File: src/rtl/dct_pkg.sv
// Shared definitions for the avalon_dct slave and its host-side initiator:
// data width, slave register addresses and the host sequencer states.
package dct_pkg;

    localparam int NBITS = 16;

    localparam logic [7:0] DCT_ADDR_LEN  = 8'd0;
    localparam logic [7:0] DCT_ADDR_DATA = 8'd1;
    localparam logic [7:0] DCT_ADDR_M    = 8'd3;

    typedef enum logic [2:0] {
        ST_IDLE,
        ST_WR_M,
        ST_WR_LEN,
        ST_WR_DATA,
        ST_RD_REQ,
        ST_RD_GAP,
        ST_FIN
    } host_state_t;

endpackage

File: src/rtl/dct_avalon_host.sv
// Avalon-MM initiator for the avalon_dct slave: programs M and length,
// streams samples into the data FIFO, then reads every coefficient back
// (each gated by slv_done, bounded by TIMEOUT) and emits them indexed.
module dct_avalon_host #(
    parameter int NBITS   = 16,
    parameter int MAX_LEN = 32,
    parameter int TIMEOUT = 1024
) (
    input  logic                         Clock,
    input  logic                         Reset,
    input  logic                         start,
    input  logic [NBITS-1:0]             cfg_m,
    input  logic [$clog2(MAX_LEN+1)-1:0] cfg_len,
    input  logic [NBITS-1:0]             sample_data,
    input  logic                         sample_valid,
    output logic                         sample_ready,
    output logic [7:0]                   addr,
    output logic                         read,
    output logic                         write,
    output logic [NBITS-1:0]             writedata,
    input  logic [NBITS-1:0]             readdata,
    input  logic                         slv_done,
    output logic [NBITS-1:0]             coef_data,
    output logic [7:0]                   coef_idx,
    output logic                         coef_valid,
    output logic                         busy,
    output logic                         done,
    output logic                         error
);
    import dct_pkg::*;

    localparam int LW = $clog2(MAX_LEN + 1);
    localparam int WW = $clog2(TIMEOUT + 1);
    localparam logic [LW-1:0] MAX_LEN_L  = LW'(MAX_LEN);
    localparam logic [WW-1:0] WAIT_LAST  = WW'(TIMEOUT - 1);

    host_state_t state, state_nx;

    logic [NBITS-1:0] m_q;
    logic [LW-1:0]    len_q;
    logic [LW-1:0]    wr_cnt;
    logic [7:0]       rd_idx;
    logic [WW-1:0]    wait_cnt;
    logic             err_q;
    logic             rej_q;

    logic [NBITS-1:0] coef_data_p1;
    logic [7:0]       coef_idx_p1;
    logic             vld_p1;

    logic             last_sample;
    logic             last_coef;

    assign last_sample = (wr_cnt == LW'(len_q - LW'(1)));
    assign last_coef   = (8'(rd_idx + 8'd1) == 8'(len_q));

    // Configuration is captured only when a legal start is accepted
    always_ff @(posedge Clock) begin
        if (state == ST_IDLE && start && cfg_len <= MAX_LEN_L) begin
            m_q   <= cfg_m;
            len_q <= cfg_len;
        end
    end

    // State register, counters, error flags and the coefficient capture stage
    always_ff @(posedge Clock) begin
        if (Reset) begin
            state        <= ST_IDLE;
            wr_cnt       <= '0;
            rd_idx       <= '0;
            wait_cnt     <= '0;
            err_q        <= 1'b0;
            rej_q        <= 1'b0;
            coef_data_p1 <= '0;
            coef_idx_p1  <= '0;
            vld_p1       <= 1'b0;
        end else begin
            state  <= state_nx;
            rej_q  <= 1'b0;
            vld_p1 <= 1'b0;
            case (state)
                ST_IDLE: begin
                    err_q  <= 1'b0;
                    wr_cnt <= '0;
                    if (start && cfg_len > MAX_LEN_L)
                        rej_q <= 1'b1;
                end
                ST_WR_DATA: begin
                    rd_idx   <= '0;
                    wait_cnt <= '0;
                    if (sample_valid)
                        wr_cnt <= wr_cnt + LW'(1);
                end
                ST_RD_REQ: begin
                    wait_cnt <= wait_cnt + WW'(1);
                    if (slv_done) begin
                        coef_data_p1 <= readdata;
                        coef_idx_p1  <= rd_idx;
                        vld_p1       <= 1'b1;
                    end else if (wait_cnt == WAIT_LAST) begin
                        err_q <= 1'b1;
                    end
                end
                ST_RD_GAP: begin
                    rd_idx   <= rd_idx + 8'd1;
                    wait_cnt <= '0;
                end
                default: ;
            endcase
        end
    end

    // Next-state logic and Avalon strobes decoded from the current state
    always_comb begin
        state_nx     = state;
        read         = 1'b0;
        write        = 1'b0;
        addr         = 8'd0;
        writedata    = '0;
        sample_ready = 1'b0;
        done         = 1'b0;
        error        = 1'b0;
        case (state)
            ST_IDLE: begin
                if (start && cfg_len <= MAX_LEN_L)
                    state_nx = ST_WR_M;
            end
            ST_WR_M: begin
                write     = 1'b1;
                addr      = DCT_ADDR_M;
                writedata = m_q;
                state_nx  = ST_WR_LEN;
            end
            ST_WR_LEN: begin
                write     = 1'b1;
                addr      = DCT_ADDR_LEN;
                writedata = NBITS'(len_q);
                state_nx  = (len_q == '0) ? ST_FIN : ST_WR_DATA;
            end
            ST_WR_DATA: begin
                sample_ready = 1'b1;
                addr         = DCT_ADDR_DATA;
                write        = sample_valid;
                writedata    = sample_data;
                if (sample_valid && last_sample)
                    state_nx = ST_RD_REQ;
            end
            ST_RD_REQ: begin
                read = 1'b1;
                addr = rd_idx;
                if (slv_done)
                    state_nx = ST_RD_GAP;
                else if (wait_cnt == WAIT_LAST)
                    state_nx = ST_FIN;
            end
            ST_RD_GAP: begin
                state_nx = last_coef ? ST_FIN : ST_RD_REQ;
            end
            ST_FIN: begin
                done     = 1'b1;
                error    = err_q;
                state_nx = ST_IDLE;
            end
            default: state_nx = ST_IDLE;
        endcase
        // A rejected length completes from IDLE without any bus traffic
        if (rej_q) begin
            done  = 1'b1;
            error = 1'b1;
        end
    end

    assign busy       = (state != ST_IDLE);
    assign coef_data  = coef_data_p1;
    assign coef_idx   = coef_idx_p1;
    assign coef_valid = vld_p1;

endmodule

File: config.mk
export PLATFORM = sky130hd
export DESIGN_NAME = dct_avalon_host
export DESIGN_NICKNAME = d
export VERILOG_FILES = /design/src/rtl/dct_pkg.sv /design/src/rtl/dct_avalon_host.sv
export SDC_FILE = /design/constraint.sdc
export NUM_CORES = 1
export LEC_CHECK = 0
export BUFFER_PORTS_ARGS = -buffer_cell sky130_fd_sc_hd__buf_2
export CAP_MARGIN = 20
export CORE_MARGIN = 3
export CORE_UTILIZATION = 55
export DETAILED_ROUTE_END_ITERATION = 7
export PLACE_DENSITY_LB_ADDON = 0.08
export SETUP_SLACK_MARGIN = 0.5
export SYNTH_ARGS = -nofsm -noshare
export SYNTH_HDL_FRONTEND = slang
export SYNTH_SLANG_ARGS = --single-unit
File: constraint.sdc
create_clock -name Clock -period 6.7 [get_ports Clock]
set_input_delay 0.335 -clock Clock [delete_from_list [all_inputs] [get_ports Clock]]
set_output_delay 0.335 -clock Clock [all_outputs]
set_load 0.01 [all_outputs]
==> impl_metrics.json <==
{
  "status": "finished, final reports clean",
  "vias": 3280,
  "post-route-drc-count": 0,
  "yosys-top-cells-count": "nand2_1, nor2_1, dfxtp_1",
  "yosys_warnings": 0,
  "seqCellArea_sq_um": 1760,
  "fin_crit_ps": 2760,
  "syn_nets": 491,
  "syn-mean-instance-area_sq_um": 8.66,
  "swShare_pct": 24.4,
  "pin_count": 114,
  "grt_pass1_wl_microns": 14200,
  "path_delay_family": "simple AND/OR/NAND/NOR gates",
  "synthArstFlopShare_pct": 0,
  "critPathMaxFanout": 25,
  "routed_wl_microns": 8670,
  "rrSetupSlack_ps": 3940,
  "antenna_cells": 0,
  "timing.final.setup_violations": 0,
  "die_area_sq_um": 7760,
  "fin_worst_skew_ps": 5.94,
  "path_cells": "nor3b_2 -> nand2_1 -> nand2_1 -> a21oi_1",
  "ant_nets": 0,
  "worst_slack_ps": 3940,
  "synth_top_area_cell": "dfxtp_1",
  "utilization_pct": 69.1,
  "fill_cells": 556,
  "period_share_pct": 41.1,
  "hold_class": "in -> reg",
  "ys_seq_elements": 77,
  "coreArea_sq_um": 6420,
  "num_rows": 29,
  "initial_utilization_pct": 57.7,
  "area_delta_synth_final_pct": 19.8,
  "yosysTopAreaCellShare_pct": 29.7,
  "powerDensity_nw_per_um2": 208,
  "die_x_microns": 88.1,
  "fin_area_sq_um": 4440,
  "p_sw_mw": 0.225,
  "crit_path_top_delay_cell": "nor3b_2",
  "worstMarginPinSlew_ps": 991,
  "place_area_sq_um": 4240,
  "cts_num_sinks": 77,
  "path_common_cell": "nand2_1",
  "postCtsHoldBufs": 0,
  "setup_tns_ps": 0,
  "multi_input_area_sq_um": 1780,
  "drive_above_1_share_pct": 25.8,
  "place_inst": 591,
  "r2r_cells": 4,
  "reg2reg_to": "coef_data[0]",
  "grt_pass1_vias": 3025,
  "wl_met2_microns": 4390,
  "hpwl_microns": 6250,
  "yosysMostFrequentCell": "nand2_1",
  "dr_wl_met3_microns": 665,
  "crit_start": "state[2]",
  "worstReg2RegStart": "state[2]",
  "antenna_found_initial": 0,
  "crit_end": "coef_data[0]",
  "worstSkewPairLatency_ps": 350,
  "cts_buffers": 9,
  "critical_path.max_stage_delay_ps": 890,
  "port_buffers": 113,
  "finalHoldWorstSlack_ps": 156,
  "synthTopCellsByArea": "dfxtp_1, edfxtp_1, nand2_1",
  "num-nets-final": 589,
  "yosysSeqAreaShare_pct": 47.6,
  "die_h_microns": 88.1,
  "avgRoutedWirePerCell_microns": 14.3,
  "fin_cells": 608,
  "post_cts_buffers": 0,
  "p_leak_nw": 1.81,
  "slew_viol_final": 0,
  "crit_buf_inv": 0,
  "worstPathArrival_ps": 2950,
  "worst-setup-path-type": "reg -> reg",
  "wl_met1_microns": 3530,
  "first_iter_violations": 278,
  "clk_pin_slew_worst_paths_ps": 80,
  "grtUsageTotal_pct": 23.1,
  "dr.pass1.iters": 4,
  "vdd_drop_max_v": 0.000156,
  "grt-ovfl-total": 0,
  "synth_edf_count": 22,
  "pwr-share-comb_pct": 9.4,
  "slew_headroom_pct": 33.6,
  "internal-power_mw": 0.699,
  "min-delay-start": "cfg_m[14]",
  "routed.top_layer": "met4",
  "root_buffer": "clkbuf_8",
  "netlist_area_sq_um": 3700,
  "viasPerCell": 5.39,
  "grt_start_max_net_pins": 45,
  "htreeDepth": 3,
  "p_seq_share_pct": 53.8,
  "post_cts_resized": 0,
  "total_power_mw": 0.924,
  "finalHoldViolCount": 0,
  "ys_types": 48,
  "end_kind": "flop",
  "cts_tree": "done",
  "dp_slack_ps": 4040,
  "required_ps": 6900,
  "worst-path-stages": 4,
  "synth-main-ff-cell": "dfxtp_1",
  "start_kind": "flop",
  "maxCapViolCount": 0,
  "syn_inst": 428,
  "cts_max_path_buffers": 2,
  "max_clock_freq_mhz": 363,
  "pwr-share-clk_pct": 36.7,
  "gp_routability_congestion": 0.904,
  "rsz0062_at_grt": "no"
}
[cell usage in the layout (no fill, tap or decap), types with 3 or more instances in the layout]
cell type	count
o21ai_0	8
nor3_1	10
xnor2_1	9
nand2b_1	6
dfxtp_1	55
nor3b_1	3
clkbuf_8	9
nand3b_1	3
xor2_1	18
a21oi_1	48
edfxtp_1	22
nand3_1	13
clkbuf_1	3
nand4_1	7
or3_1	3
buf_2	113
nand2_1	66
inv_1	5
mux2i_1	18
ha_1	4
and2_1	6
nor2_1	63
a31oi_1	4
[registers in the layout (all words and copies together) (netlist names), 3 cells and up]
register / flops
m_q: 16
coef_data: 16
coef_idx: 8
state: 3
len_q: 6
wr_cnt: 6
rd_idx: 8
wait_cnt: 11
[layer usage]
| metal | global-route usage, % | up-vias |
|---|---|---|
| met1 | 29.4 | 1503 |
| met4 | 7.28 | 0 |
| li1 | - | 1664 |
| met3 | 5.83 | 9 |
| met2 | 38.7 | 104 |
| met5 | 0 | - |
[worst min-delay path by stage]
stage | slack [ps] | end | depth (start not counted)
final | 160 | m_q[14] | 1
after global routing | 140 | m_q[9] | 1
after CTS | 140 | m_q[7] | 1
after detailed placement | 440 | coef_data[8] | 2
after global placement | 440 | coef_data[8] | 2
after floorplan | 430 | len_q[0] | 0
[worst register-to-register path, cell delays in order, from the launching register on]
cell     delay, ps
dfxtp_1        620
nor3b_2        890
nand2_1        760
nand2_1        260
a21oi_1         90
[logic make-up (layout without fill, tap and decap cells)]
group	after synthesis	in the layout	share of synthesized area [%]
flops	77	77	47.6
mux	18	18	4.86
xor+xnor	27	27	6.38
buf+inv	35	138	4.39
compound gates	75	75	11.5
simple gates	192	192	24.0
fa+ha+maj	4	4	1.35
[power groups by stage]
| stage | combinational, mW | sequential [mW] | clock, mW |
|---|---|---|---|
| floorplan | 0.0550 | 0.502 | 0 |
| global placement | 0.0839 | 0.508 | 0 |
| detailed placement | 0.0855 | 0.508 | 0 |
| CTS | 0.0860 | 0.497 | 0.345 |
| global route | 0.0971 | 0.499 | 0.364 |
| finish | 0.0872 | 0.497 | 0.339 |
[area by class of cell]
class                   count  area share [%]
clock inverters             4            1.10
flip-flops and latches     77            39.7
inverters                   7           0.592
clock buffers              12            3.04
multi-input cells         316            40.2
repair buffers            115            13.2
well taps                  77            2.17
Note: power is estimated with default switching activity, not from simulation.
